$ cat src/rtl/eth_tx_pkg.sv
// Shared Ethernet transmit definitions: arbiter state encoding and payload limit.
package eth_tx_pkg;

  localparam int unsigned pMAX_PAYLOAD_BYTES = 1500;

  typedef enum logic [2:0] {
    ARB,
    XFER,
    DRAIN,
    WAIT_START,
    WAIT_DONE
  } eth_tx_arb_state_t;

endpackage

$ cat src/rtl/eth_tx_arb_if.sv
// Source-side and FIFO-side signals of the transmit arbiter.
// master: the arbiter; slave: the sources, FIFO and transmit controller.
interface eth_tx_arb_if #(
  parameter int unsigned pNUM_SRC = 2
);

  logic [pNUM_SRC-1:0]   Src_Valid;
  logic [8*pNUM_SRC-1:0] Src_Data;
  logic [pNUM_SRC-1:0]   Src_Last;
  logic [pNUM_SRC-1:0]   Src_Ready;
  logic                  Fifo_Full;
  logic                  Fifo_Wr;
  logic [7:0]            Fifo_Data;
  logic                  Fifo_Last;
  logic                  Tx_Idle;
  logic [pNUM_SRC-1:0]   Grant;
  logic                  Trunc_Err;

  modport master (
    input  Src_Valid, Src_Data, Src_Last, Fifo_Full, Tx_Idle,
    output Src_Ready, Fifo_Wr, Fifo_Data, Fifo_Last, Grant, Trunc_Err
  );

  modport slave (
    output Src_Valid, Src_Data, Src_Last, Fifo_Full, Tx_Idle,
    input  Src_Ready, Fifo_Wr, Fifo_Data, Fifo_Last, Grant, Trunc_Err
  );

endinterface

$ cat src/rtl/eth_tx_rr_sel.sv
// Request vector + search start pointer -> one-hot winner.
// pPRIO_EN=1 ignores the pointer and always searches from index 0.
module eth_tx_rr_sel #(
  parameter int unsigned pNUM_SRC = 2,
  parameter bit          pPRIO_EN = 1'b0,
  parameter int unsigned pPTR_W   = $clog2(pNUM_SRC)
) (
  input  logic [pNUM_SRC-1:0] Req,
  input  logic [pPTR_W-1:0]   Ptr,
  output logic [pNUM_SRC-1:0] Gnt
);

  logic [pPTR_W-1:0] idx;
  logic              found;

  // First requester found searching upward from the start index, wrapping.
  always_comb begin
    Gnt   = '0;
    found = 1'b0;
    idx   = '0;
    for (int unsigned k = 0; k < pNUM_SRC; k++) begin
      idx = pPRIO_EN ? pPTR_W'(k) : pPTR_W'((32'(Ptr) + k) % pNUM_SRC);
      if (!found && Req[idx]) begin
        Gnt[idx] = 1'b1;
        found    = 1'b1;
      end
    end
  end

endmodule

$ cat src/rtl/eth_tx_arb.sv
// Packet-level arbiter feeding the transmit data FIFO from several sources.
// Build option ETH_TX_ARB_PRIO_EN: fixed priority (lowest index wins) instead
// of round-robin.
module eth_tx_arb
  import eth_tx_pkg::*;
#(
  parameter int unsigned pNUM_SRC   = 2,
  parameter int unsigned pMAX_BYTES = pMAX_PAYLOAD_BYTES
) (
  input  logic         Clk,
  input  logic         Rst,
  eth_tx_arb_if.master bus
);

  localparam int unsigned PTR_W    = $clog2(pNUM_SRC);
  localparam logic [10:0] LAST_CNT = 11'(pMAX_BYTES - 1);

  eth_tx_arb_state_t   rState;
  logic [pNUM_SRC-1:0] rGrant;
  logic [pNUM_SRC-1:0] sel_gnt;
  logic [pNUM_SRC-1:0] src_ready;
  logic [10:0]         rCnt;
  logic                rWr;
  logic [7:0]          rData;
  logic                rLast;
  logic                rTrunc;
  logic                accept;
  logic                sel_last;
  logic [7:0]          sel_data;
  logic [PTR_W-1:0]    sel_ptr;

`ifdef ETH_TX_ARB_PRIO_EN
  localparam bit PRIO_EN = 1'b1;
  assign sel_ptr = '0;
`else
  localparam bit PRIO_EN = 1'b0;
  logic [PTR_W-1:0] rPtr;
  logic [PTR_W-1:0] win_idx;
  logic [PTR_W-1:0] next_ptr;
  assign sel_ptr = rPtr;

  // Encode the winner and the pointer value just past it.
  always_comb begin
    win_idx = '0;
    for (int unsigned k = 0; k < pNUM_SRC; k++) begin
      if (sel_gnt[k]) win_idx = PTR_W'(k);
    end
    next_ptr = (win_idx == PTR_W'(pNUM_SRC - 1)) ? '0 : win_idx + 1'b1;
  end
`endif

  eth_tx_rr_sel #(
    .pNUM_SRC (pNUM_SRC),
    .pPRIO_EN (PRIO_EN),
    .pPTR_W   (PTR_W)
  ) u_sel (
    .Req (bus.Src_Valid),
    .Ptr (sel_ptr),
    .Gnt (sel_gnt)
  );

  // Owner may push only while the FIFO has room; draining ignores the FIFO.
  always_comb begin
    src_ready = '0;
    case (rState)
      XFER:    src_ready = rGrant & {pNUM_SRC{~bus.Fifo_Full}};
      DRAIN:   src_ready = rGrant;
      default: src_ready = '0;
    endcase
  end

  // Route the owner's byte and last flag; grant is one-hot so OR-merging is safe.
  always_comb begin
    sel_data = '0;
    for (int unsigned k = 0; k < pNUM_SRC; k++) begin
      sel_data = sel_data | ({8{rGrant[k]}} & bus.Src_Data[8*k +: 8]);
    end
    sel_last = |(bus.Src_Last & rGrant);
    accept   = |(bus.Src_Valid & src_ready);
  end

  // Arbitration FSM with registered FIFO write and truncation outputs.
  always_ff @(posedge Clk) begin
    if (Rst) begin
      rState <= ARB;
      rGrant <= '0;
      rCnt   <= '0;
      rWr    <= 1'b0;
      rData  <= '0;
      rLast  <= 1'b0;
      rTrunc <= 1'b0;
`ifndef ETH_TX_ARB_PRIO_EN
      rPtr   <= '0;
`endif
    end else begin
      rWr    <= 1'b0;
      rLast  <= 1'b0;
      rTrunc <= 1'b0;
      case (rState)
        ARB: begin
          rGrant <= '0;
          if ((|bus.Src_Valid) && bus.Tx_Idle) begin
            rGrant <= sel_gnt;
            rCnt   <= '0;
`ifndef ETH_TX_ARB_PRIO_EN
            rPtr   <= next_ptr;
`endif
            rState <= XFER;
          end
        end
        XFER: begin
          if (accept) begin
            rWr   <= 1'b1;
            rData <= sel_data;
            rCnt  <= rCnt + 11'd1;
            if (sel_last) begin
              rLast  <= 1'b1;
              rState <= WAIT_START;
            end else if (rCnt == LAST_CNT) begin
              rLast  <= 1'b1;
              rTrunc <= 1'b1;
              rState <= DRAIN;
            end
          end
        end
        DRAIN: begin
          if (accept && sel_last) rState <= WAIT_START;
        end
        WAIT_START: begin
          if (!bus.Tx_Idle) rState <= WAIT_DONE;
        end
        WAIT_DONE: begin
          if (bus.Tx_Idle) begin
            rGrant <= '0;
            rState <= ARB;
          end
        end
        default: begin
          rGrant <= '0;
          rState <= ARB;
        end
      endcase
    end
  end

  assign bus.Src_Ready = src_ready;
  assign bus.Fifo_Wr   = rWr;
  assign bus.Fifo_Data = rData;
  assign bus.Fifo_Last = rLast;
  assign bus.Grant     = rGrant;
  assign bus.Trunc_Err = rTrunc;

endmodule
$ cat src/flat_wrapper.sv
// flat-port wrapper written by rule: the top's interface ports become plain ports
module eth_tx_arb_flat import eth_tx_pkg::*;
#(
  parameter int unsigned pNUM_SRC   = 2,
  parameter int unsigned pMAX_BYTES = pMAX_PAYLOAD_BYTES
)
  (Clk, Rst, bus_Src_Valid, bus_Src_Data, bus_Src_Last, bus_Fifo_Full, bus_Tx_Idle, bus_Src_Ready, bus_Fifo_Wr, bus_Fifo_Data, bus_Fifo_Last, bus_Grant, bus_Trunc_Err);
  eth_tx_arb_if #(.pNUM_SRC(pNUM_SRC)) bus_i ();
  input  logic Clk;
  input  logic Rst;
  input wire logic [$bits(bus_i.Src_Valid)-1:0] bus_Src_Valid;
  input wire logic [$bits(bus_i.Src_Data)-1:0] bus_Src_Data;
  input wire logic [$bits(bus_i.Src_Last)-1:0] bus_Src_Last;
  input wire logic [$bits(bus_i.Fifo_Full)-1:0] bus_Fifo_Full;
  input wire logic [$bits(bus_i.Tx_Idle)-1:0] bus_Tx_Idle;
  output wire logic [$bits(bus_i.Src_Ready)-1:0] bus_Src_Ready;
  output wire logic [$bits(bus_i.Fifo_Wr)-1:0] bus_Fifo_Wr;
  output wire logic [$bits(bus_i.Fifo_Data)-1:0] bus_Fifo_Data;
  output wire logic [$bits(bus_i.Fifo_Last)-1:0] bus_Fifo_Last;
  output wire logic [$bits(bus_i.Grant)-1:0] bus_Grant;
  output wire logic [$bits(bus_i.Trunc_Err)-1:0] bus_Trunc_Err;
  assign bus_i.Src_Valid = bus_Src_Valid;
  assign bus_i.Src_Data = bus_Src_Data;
  assign bus_i.Src_Last = bus_Src_Last;
  assign bus_i.Fifo_Full = bus_Fifo_Full;
  assign bus_i.Tx_Idle = bus_Tx_Idle;
  assign bus_Src_Ready = bus_i.Src_Ready;
  assign bus_Fifo_Wr = bus_i.Fifo_Wr;
  assign bus_Fifo_Data = bus_i.Fifo_Data;
  assign bus_Fifo_Last = bus_i.Fifo_Last;
  assign bus_Grant = bus_i.Grant;
  assign bus_Trunc_Err = bus_i.Trunc_Err;
  eth_tx_arb #(.pNUM_SRC(pNUM_SRC), .pMAX_BYTES(pMAX_BYTES)) u_core (.Clk(Clk), .Rst(Rst), .bus(bus_i));
endmodule
$ cat config.mk
export PLATFORM = sky130hd
export DESIGN_NAME = eth_tx_arb_flat
export DESIGN_NICKNAME = d
export VERILOG_FILES = /design/src/rtl/eth_tx_pkg.sv /design/src/rtl/eth_tx_arb_if.sv /design/src/rtl/eth_tx_rr_sel.sv /design/src/rtl/eth_tx_arb.sv /design/src/flat_wrapper.sv
export SDC_FILE = /design/constraint.sdc
export NUM_CORES = 1
export LEC_CHECK = 0
export BUFFER_PORTS_ARGS = -buffer_cell sky130_fd_sc_hd__buf_2
export CORE_AREA = 2 2 71 73
export CTS_CLUSTER_SIZE = 10
export DETAILED_ROUTE_END_ITERATION = 12
export DIE_AREA = 0 0 73 75
export GPL_TIMING_DRIVEN = 0
export RECOVER_POWER = 25
export SETUP_SLACK_MARGIN = 0.2
export SKIP_LAST_GASP = 1
export SLEW_MARGIN = 20
export SYNTH_ARGS = -nofsm -noshare
export SYNTH_HDL_FRONTEND = slang
export SYNTH_HIERARCHICAL = 1
export SYNTH_SLANG_ARGS = --single-unit
$ cat constraint.sdc
create_clock -name Clk -period 3.5 [get_ports Clk]
set_input_delay 0.875 -clock Clk [delete_from_list [all_inputs] [get_ports Clk]]
set_output_delay 0.875 -clock Clk [all_outputs]
set_load 0.03 [all_outputs]
==> flow_metrics.tcl, run 1 <==
set metrics [dict create \
    crit_type "flip-flop to output port" \
    syn_inst 162 \
    critPathRequiredTime_ns 2.62 \
    routed_via_density 5.027 \
    synth-edff-count 0 \
    first_pass_iters 4 \
    async_flop_share_pct 0 \
    post-cts-setup-buffers 0 \
    worstHoldPathCells 2 \
    place_hpwl_um 2434 \
    overflow 0 \
    dr_wl_met3_um 105 \
    grt_antenna_before_repair 0 \
    die_x_um 73 \
    ctsRootBufferMaster "clkbuf_8" \
    leakagePower_nw 0.6453 \
    clk_latency_ns 0.27 \
    total_power_mw 0.7900 \
    rsz0062_at_grt "no" \
    worst_pin_slew_ns 0.5296 \
    cts_resized 0 \
    die_h_um 75 \
    area_growth_pct 21.98 \
    rows 25 \
    htree_num_levels 1 \
    coreArea_um2 4661 \
    cts_tree "built" \
    dr.first_iter.drc_count 76 \
    synthFlopType "dfxtp_1" \
    status "finished clean" \
    yosysUniqueCellTypes 39 \
    cts_buffers 3 \
    crit_path_start_kind "flip-flop" \
    drv_cap 0 \
    ys_seq_area_share_pct 41.03 \
    finalNetCount 230 \
    finalSetupTns_ns 0 \
    max_freq_mhz 389.1 \
    syn_area_per_cell_um2 8.434 \
    drive_gt1_share_pct 21.08 \
    timing.final.crit_period_ns 2.570 \
    post-route-drc-count 0 \
    clockBufferDepth 2 \
    yosysWarnings 6 \
    grt_pass1_vias 1224 \
    antennaDiodeCount 0 \
    clock_skew_ns 0.001742 \
    finalHoldViolations 0 \
    powerDensity_nw_per_um2 474.0 \
    wirelength_um 3254 \
    setup_viol 0 \
    fin_area_um2 1667 \
    wl_met2_um 1488 \
    holdCritPathClass "flip-flop to flip-flop" \
    gp_congestion 0.7558 \
    syn_area_um2 1366 \
    track_usage_pct 12.59 \
    top_layer_used "met4" \
    grt_pass1_wl_um 5430 \
    arrival_ns 1.70 \
    synth-seq-cells 28 \
    grt_max_degree 16 \
    clock-sinks 28 \
    drtAntennaViolNets 0 \
    cp_max_fo 10 \
    slew_viol_final 0 \
    worstRegToRegCells 6 \
    end_kind "output port" \
    wl_per_cell_um 12.61 \
    start_util_pct 29.32 \
    slew_headroom_pct 64.69 \
    finalCritPeriodShare_pct 73.43 \
    vdd_drop_max_mv 0.1646 \
    io_buffer_count 38 \
    ioPinCount 39 \
    wl_met1_um 1597 \
    ctsHoldBuffers 0 \
    placed_area_um2 1624 \
    die-area_um2 5475 \
    synth_nets 187 \
    num_vias 1297 \
    clk_pin_slew_worst_paths_ns 0.09 \
]
power by group:
group	switching [mW]	leakage, nW	total (mW)	internal (mW)
clock network	0.0980	0.0288	0.199	0.101
registers	0.0223	0.226	0.360	0.337
logic	0.145	0.390	0.232	0.0866
total	0.265	0.645	0.790	0.525
per-layer routing:
layer  vias up  GRT usage (%)
met2        30          20.22
met4         0          6.379
met3         5          1.606
met1       585          16.65
met5         -              0
li1        677              -
synthesized netlist by cell type (4+ instances only):
cell type | n | share of area (%)
a221oi_1 | 10 | 6.4
xor2_1 | 6 | 3.8
dfxtp_1 | 28 | 41
nand2_1 | 4 | 1.1
nor3_1 | 14 | 5.1
o21ai_0 | 5 | 1.8
nor2_1 | 27 | 7.4
a21oi_1 | 8 | 2.9
inv_1 | 6 | 1.6
clkbuf_1 | 5 | 1.4
buf_2 | 4 | 1.5
a22oi_1 | 5 | 2.7
registers in the layout, indices dropped and copies added (netlist names):
register and flops:
u_core/bus.Grant 2, u_core/rCnt 11, u_core/rState 3, u_core/bus.Fifo_Wr 1
u_core/bus.Fifo_Data 8, u_core/bus.Fifo_Last 1, u_core/rPtr 1, u_core/bus.Trunc_Err 1
worst paths after layout:
check,from,slack [ns],endpoint
setup / recovery,u_core/rState[1],0.93,bus_Src_Ready[1]
hold / removal,u_core/bus.Fifo_Data[2],0.50,u_core/bus.Fifo_Data[2]
setup reg to reg,u_core/rState[2],1.64,u_core/bus.Fifo_Data[4]
hold reg to reg,u_core/bus.Fifo_Data[2],0.50,u_core/bus.Fifo_Data[2]
cells by family after synthesis:
logic type | synth area share, %
buffers and inverters | 5.586
flip-flops | 41.03
multiplexers | 0.7326
adder cells (fa/ha/maj) | 0.9156
AND/OR/NAND/NOR | 26.47
XOR/XNOR | 3.846
AO/OA/AOI/OAI | 21.43
placed cells by master (no fill, tap or decap), types with 5 or more instances in the layout:
| cell type | count |
|---|---|
| a21oi_1 | 8 |
| a221oi_1 | 10 |
| a22oi_1 | 5 |
| buf_2 | 32 |
| clkbuf_1 | 15 |
| dfxtp_1 | 28 |
| inv_1 | 6 |
| nor2_1 | 27 |
| nor3_1 | 14 |
| o21ai_0 | 5 |
| xor2_1 | 6 |
through the flow:
step / setup WS (ns) / hold slack (ns) / util, % / cells
finish: 0.9300 / 0.4999 / 35.76 / 258
global route: 0.6975 / 0.5209 / 35.76 / 258
CTS: 0.9296 / 0.5017 / 36.03 / 258
detailed placement: 0.9911 / 0.4880 / 34.85 / 254
global placement: 0.9866 / 0.4829 / 34.85 / 254
floorplan: 1.184 / 0.4655 / - / 162
final cells by class:
class,count,area (µm²)
well taps,54,67.56
plain buffers,11,53.80
repair buffers,38,177.7
fillers,476,2994
clock buffers,4,55.05
inverters,6,22.52
multi-input cells,117,729.5
flip-flops and latches,28,560.5
worst max-delay path: stages, from the launching register on:
cell and delay (ns):
dfxtp_1 0.47, clkbuf_1 0.35, nor3_1 0.11, a21oi_1 0.13
nor2_1 0.05, and2_1 0.14, buf_2 0.17
(Power assumes the default switching activity.)
==> run 2, diff against run 1 <==
--- a/config.mk
+++ b/config.mk
@@ -5,11 +5,12 @@
 export SDC_FILE = /design/constraint.sdc
 export NUM_CORES = 1
 export LEC_CHECK = 0
+export ABC_AREA = 1
 export BUFFER_PORTS_ARGS = -buffer_cell sky130_fd_sc_hd__buf_2
-export CORE_AREA = 2 2 71 73
+export CORE_AREA = 2 2 76 78
 export CTS_CLUSTER_SIZE = 10
 export DETAILED_ROUTE_END_ITERATION = 12
-export DIE_AREA = 0 0 73 75
+export DIE_AREA = 0 0 78 80
 export GPL_TIMING_DRIVEN = 0
 export RECOVER_POWER = 25
 export SETUP_SLACK_MARGIN = 0.2
==> constraint.sdc (replaced) <==
create_clock -name Clk -period 2.2 [get_ports Clk]
set_input_delay 0.55 -clock Clk [delete_from_list [all_inputs] [get_ports Clk]]
set_output_delay 0.55 -clock Clk [all_outputs]
set_load 0.03 [all_outputs]
==> run 2 against run 1 <==
Effect of this change: core utilization down 0.32 points; sequential power up 60%; clock skew up 0.0011 ns; cell area up 15%; critical path depth down 1; synthesized cell count up 36%; first-iteration DRC count down 20%; setup slack worse by 0.58 ns; critical endpoint unchanged; highest routed layer unchanged.
==> flow_metrics.tcl, run 2 <==
set metrics [dict create \
    final_cell_mix "42 x nor2_1, 32 x buf_2, 32 x nand2_1" \
    finalCritPeriodShare_pct 83.93 \
    synthTopCellsByCount "41 x nor2_1, 32 x nand2_1, 28 x dfxtp_1" \
    regArea_um2 560.5 \
    die_h_um 80 \
    timing.final.crit_period_ns 1.846 \
    max_freq_mhz 541.6 \
    cp_max_fo 5 \
    ctsRootBufferMaster "clkbuf_8" \
    yosysMostFrequentCell "nor2_1" \
    cts_buffers 3 \
    multi_input_area_um2 908.4 \
    ys_seq_area_share_pct 35.19 \
    finalNetCount 288 \
    area_growth_pct 20.27 \
    num-fill-cells 609 \
    hold_start "u_core/bus.Grant[1]" \
    synthFlopType "dfxtp_1" \
    die_x_um 78 \
    yosysTopAreaCell "dfxtp_1" \
    cts_resized 0 \
    worst_pin_slew_ns 0.5006 \
    first_pass_iters 4 \
    slew_viol_final 0 \
    total_power_mw 1.514 \
    holdCritPathClass "flip-flop to flip-flop" \
    clk_latency_ns 0.27 \
    status "finished clean" \
    ys_top_cells_by_area "dfxtp_1 35%, nor2_1 9.7%, nand2_1 7.5%" \
    yosysWarnings 6 \
    vdd_drop_max_mv 0.3119 \
    syn_area_per_cell_um2 7.240 \
    layout_commonest_cell "nor2_1" \
    synth-seq-cells 28 \
    regMostFlops "u_core/rCnt" \
    async_flop_share_pct 0 \
    overflow 0 \
    clock-sinks 28 \
    worstHoldPathCells 2 \
    drv_cap 0 \
    num_vias 1511 \
    drive_gt1_share_pct 24.81 \
    crit_type "flip-flop to output port" \
    track_usage_pct 11.52 \
    io_buffer_count 38 \
    rows 27 \
    cpPeakStageDelay_ns 0.42 \
    finalSetupTns_ns 0 \
    worstReg2RegEnd "u_core/rState[0]" \
    powerDensity_nw_per_um2 790.6 \
    antennaDiodeCount 0 \
    gp_congestion 0.8207 \
    htree_num_levels 1 \
    setup_viol 0 \
    critical-path-slowest-cell "dfxtp_1" \
    start_util_pct 29.47 \
    arrival_ns 1.30 \
    crit_chain "inv_2 -> nor2_4 -> nand3_2 -> nand2_2 -> buf_2" \
    critPathRequiredTime_ns 1.65 \
    die-area_um2 6240 \
    leakagePower_nw 0.7595 \
    synth-edff-count 0 \
    cts_tree "built" \
    syn_inst 220 \
    syn_area_um2 1593 \
    worstRegToRegCells 10 \
    finalHoldViolations 0 \
    r2r_start "u_core/rCnt[0]" \
    ctsHoldBuffers 0 \
    coreArea_um2 5405 \
    clockBufferDepth 2 \
    regToRegSetupSlack_ns 0.57 \
    yosysUniqueCellTypes 32 \
    grt_max_degree 16 \
    wl_per_cell_um 10.44 \
    post-cts-setup-buffers 0 \
    synth_top_area_share_pct 35.19 \
    routed_via_density 4.524 \
    drtAntennaViolNets 0 \
    slew_headroom_pct 66.63 \
    end_kind "output port" \
    grt_antenna_before_repair 0 \
    dr.first_iter.drc_count 61 \
    ioPinCount 39 \
    post-route-drc-count 0 \
    crit_path_start_kind "flip-flop" \
    rsz0062_at_grt "no" \
    whs_endpoint "u_core/bus.Grant[1]" \
    clock_skew_ns 0.002884 \
    clk_pin_slew_worst_paths_ns 0.09 \
    largest_reg_flops 11 \
    wirelength_um 3486 \
    place_hpwl_um 2679 \
    synth_nets 245 \
    grt_pass1_vias 1288 \
    grt_pass1_wl_um 5830 \
]
## run 2: stage by stage
stage	cells	utilization, %	cell area (µm²)	hold slack [ns]	setup slack, ns
after floorplan	220	-	1593	0.4475	0.4603
after global placement	330	34.65	1873	0.4596	0.3881
after detailed placement	330	34.65	1873	0.4673	0.4122
after CTS	334	35.67	1928	0.4896	0.3421
after global routing	334	35.44	1916	0.5025	0.2356
final	334	35.44	1916	0.4868	0.3535
## run 2: logic make-up after synthesis
family | after synthesis | share of synthesized area [%]
flops | 28 | 35.19
xor+xnor | 7 | 3.849
simple gates | 119 | 37.55
buf+inv | 26 | 7.619
compound gates | 39 | 15.00
fa+ha+maj | 1 | 0.7854
## run 2: area by class of cell
| type | instances | share of cell area [%] |
|---|---|---|
| plain buffers | 6 | 2.286 |
| clock buffers | 4 | 2.874 |
| well taps | 72 | 4.703 |
| inverters | 20 | 4.050 |
| repair buffers | 38 | 9.406 |
| multi-input cells | 166 | 47.42 |
| flip-flops and latches | 28 | 29.26 |
## run 2: critical path, delay by kind of cell, from the launching register on
family,cells,cell delay [ns]
buf+inv,2,0.30
flops,1,0.42
simple gates,3,0.31
## run 2: worst max path at each step
stage / start / end / slack, ns / cells past startpoint
after CTS: u_core/rState[0] / bus_Src_Ready[1] / 0.34 / 5
final: u_core/rState[0] / bus_Src_Ready[1] / 0.35 / 5
after detailed placement: bus_Src_Last[0] / u_core/rState[0] / 0.41 / 10
after global placement: bus_Src_Last[0] / u_core/rState[1] / 0.39 / 9
after floorplan: u_core/bus.Grant[1] / u_core/rCnt[2] / 0.46 / 10
after global routing: u_core/rState[0] / bus_Src_Ready[1] / 0.24 / 5
## run 2: metal layers
metal	wire, µm	track usage (%)	up-vias
met3	134	1.018	2
met2	1628	20.00	26
met4	27	4.211	0
met5	0	0	-
met1	1696	14.87	672
li1	-	-	811
## run 2: power by group
part	total [mW]	switching, mW	leakage [nW]	internal (mW)
clock network	0.317	0.157	0.0288	0.160
logic	0.621	0.418	0.504	0.202
registers	0.576	0.0298	0.226	0.547
==> run 3, diff against run 2 <==
--- a/config.mk
+++ b/config.mk
@@ -5,12 +5,12 @@
 export SDC_FILE = /design/constraint.sdc
 export NUM_CORES = 1
 export LEC_CHECK = 0
-export ABC_AREA = 1
+export ABC_AREA = 0
 export BUFFER_PORTS_ARGS = -buffer_cell sky130_fd_sc_hd__buf_2
-export CORE_AREA = 2 2 76 78
+export CORE_AREA = 2 2 71 73
 export CTS_CLUSTER_SIZE = 10
 export DETAILED_ROUTE_END_ITERATION = 12
-export DIE_AREA = 0 0 78 80
+export DIE_AREA = 0 0 73 75
 export GPL_TIMING_DRIVEN = 0
 export RECOVER_POWER = 25
 export SETUP_SLACK_MARGIN = 0.2
==> constraint.sdc (replaced) <==
create_clock -name Clk -period 1.7 [get_ports Clk]
set_input_delay 0.425 -clock Clk [delete_from_list [all_inputs] [get_ports Clk]]
set_output_delay 0.425 -clock Clk [all_outputs]
set_load 0.03 [all_outputs]
==> run 3 against run 2 <==
Effect of this change: the run now ends with setup timing left; clock-buffer cell count decreased by 1; largest power group unchanged; setup slack got worse by 0.45 ns; cell area is 16% higher; via count fell by 2.6%; first-iteration DRC count is 31% lower; clock power up 66%; non-clock buffer count is 33 higher; clock skew up 0.0011 ns; routed wire length up 21%.
==> flow_metrics.tcl, run 3 (same netlist as run 1, synthesis figures left out) <==
set metrics [dict create \
    finalHoldViolations 0 \
    power_frac_clock_pct 21.8 \
    coreArea_um2 4661 \
    ctsHoldBuffers 0 \
    clock-sinks 28 \
    crit_chain "buf_8 -> nor3_4 -> a21oi_2 -> nor2_2 -> and2_4 -> buf_6" \
    worstHoldPathCells 2 \
    holdCritPathClass "input pin to flip-flop" \
    drtAntennaViolNets 0 \
    crit_type "flip-flop to output port" \
    die_x_um 73 \
    critPathRequiredTime_ns 1.27 \
    placed_area_um2 1647 \
    rsz0062_at_grt "yes" \
    rows 25 \
    regMostFlops "u_core/rCnt" \
    end_kind "output port" \
    path_delay_family "simple AND/OR/NAND/NOR gates" \
    p_comb_share_pct 47.6 \
    critical-path-slowest-cell "dfxtp_4" \
    worstRegToRegCells 8 \
    drive_gt1_share_pct 51.29 \
    total_power_mw 2.415 \
    clk_pin_slew_worst_paths_ns 0.10 \
    powerDensity_nw_per_um2 1089 \
    whs_endpoint "u_core/rState[2]" \
    cts_tree "built" \
    seq_power_share_pct 30.6 \
    area_growth_pct 62.36 \
    ioPinCount 39 \
    antennaDiodeCount 0 \
    instances_no_fill 286 \
    post-route-drc-count 0 \
    fin_area_um2 2218 \
    die_h_um 75 \
    leakagePower_nw 0.8958 \
    r2r_start "u_core/rState[0]" \
    drv_cap 0 \
    regToRegSetupSlack_ns -0.07 \
    clk_latency_ns 0.27 \
    place_hpwl_um 2376 \
    clock_skew_ns 0.003936 \
    finalCritPeriodShare_pct 105.9 \
    wl_per_cell_um 14.80 \
    htree_num_levels 1 \
    grt_pass1_vias 1423 \
    grt_antenna_before_repair 0 \
    dp.cells 254 \
    worst_pin_slew_ns 0.5467 \
    setup_viol 17 \
    grt_max_degree 17 \
    cpPeakStageDelay_ns 0.36 \
    start_util_pct 29.32 \
    hold_start "bus_Tx_Idle" \
    crit_buf_inv 2 \
    routed_via_density 5.143 \
    first_pass_iters 4 \
    grt_pass1_wl_um 6451 \
    violations "setup timing" \
    io_buffer_count 38 \
    slew_viol_final 0 \
    wirelength_um 4234 \
    holdWs_ns 0.3356 \
    p_sw_mw 0.7894 \
    clockBufferDepth 2 \
    largest_reg_flops 11 \
    overflow 0 \
    num_vias 1471 \
    die-area_um2 5475 \
    finalNetCount 258 \
    arrival_ns 1.38 \
    ctsRootBufferMaster "clkbuf_8" \
    crit_path_start_kind "flip-flop" \
    power.internal_mw 1.626 \
    vdd_drop_max_mv 0.6110 \
    slew_headroom_pct 63.56 \
    cts_buffers 3 \
    cp_max_fo 3 \
    dr.first_iter.drc_count 42 \
    finalSetupTns_ns -0.7587 \
    sw_frac_of_total_pct 32.68 \
    gp_congestion 0.7940 \
    worstReg2RegEnd "u_core/rCnt[5]" \
    track_usage_pct 15.30 \
    status "finished with violations" \
    layout_commonest_cell "buf_2" \
    final_cell_mix "32 x buf_2, 22 x dfxtp_1, 20 x buf_6, 20 x nor2_1, 14 x buf_4" \
    timing.final.crit_period_ns 1.800 \
    setup_ws_ns -0.1005 \
    max_freq_mhz 555.4 \
]
==> run 3: changes by cell type in the layout (fill, tap and decap cells not counted), moves of 7 or more <==
cell      delta
nand2_1     -29
nor2_1      -22
buf_6       +19
nand3_1     -15
buf_4       +14
a21oi_1     -11
inv_1        -9
a22o_1       -8
nor3_1       +8
o21ai_1      -8
a221oi_1     +7
==> run 3: stage by stage <==
stage	worst slack, ns	utilization (%)
final	-0.1005	47.60
after global routing	-0.1746	47.60
after CTS	-0.1312	43.52
after detailed placement	-0.09252	35.33
after global placement	-0.1049	35.33
after floorplan	0.08608	-
==> run 3: layer usage <==
metal	GRT usage (%)	share of wire, %	vias to the layer above	wire, µm
li1	-	-	737	-
met4	6.790	2.4	0	102
met2	24.82	50	41	2136
met1	19.98	43	683	1828
met3	2.677	3.9	10	167
met5	0	0	-	0
==> run 3: worst max path at each step <==
stage                                start               end  slack, ns  cells past startpoint
after CTS                 u_core/rState[0]  bus_Src_Ready[0]      -0.13                      7
after detailed placement  u_core/rState[2]    u_core/rCnt[4]      -0.09                      7
final                     u_core/rState[1]  bus_Src_Ready[0]      -0.10                      6
after global placement    u_core/rState[2]    u_core/rCnt[4]      -0.10                      7
after floorplan           u_core/rState[2]    u_core/rCnt[5]       0.09                      6
after global routing      u_core/rState[0]  bus_Src_Ready[0]      -0.17                      7
==> run 3: layout make-up <==
class	count	area, µm²
flip-flops and latches	28	573.1
clock inverters	1	30.03
multi-input cells	117	915.9
plain buffers	11	103.9
well taps	54	67.56
inverters	6	22.52
clock buffers	3	41.29
fillers	435	2442
repair buffers	66	464.2
==> run 3: power groups by stage <==
stage | clock network (mW) | logic, mW | registers, mW
global placement | 0 | 0.499 | 0.754
CTS | 0.547 | 0.882 | 0.732
detailed placement | 0 | 0.499 | 0.755
finish | 0.526 | 1.15 | 0.739
floorplan | 0 | 0.362 | 0.770
global route | 0.564 | 1.22 | 0.744
==> run 3: timing repair <==
item | CTS | global route
endpoints found under the setup margin | 25 | 28
cloned | 2 | 0
setup buffers | 20 | 6
resized for setup | 40 | 40
pin swaps | 12 | 20
==> run 3: worst register-to-register path, delay by kind of cell (launching register included) <==
family / cells / cell delay, ns
simple gates: 4 / 0.91
buf+inv: 3 / 0.34
compound gates: 1 / 0.12
flops: 1 / 0.34
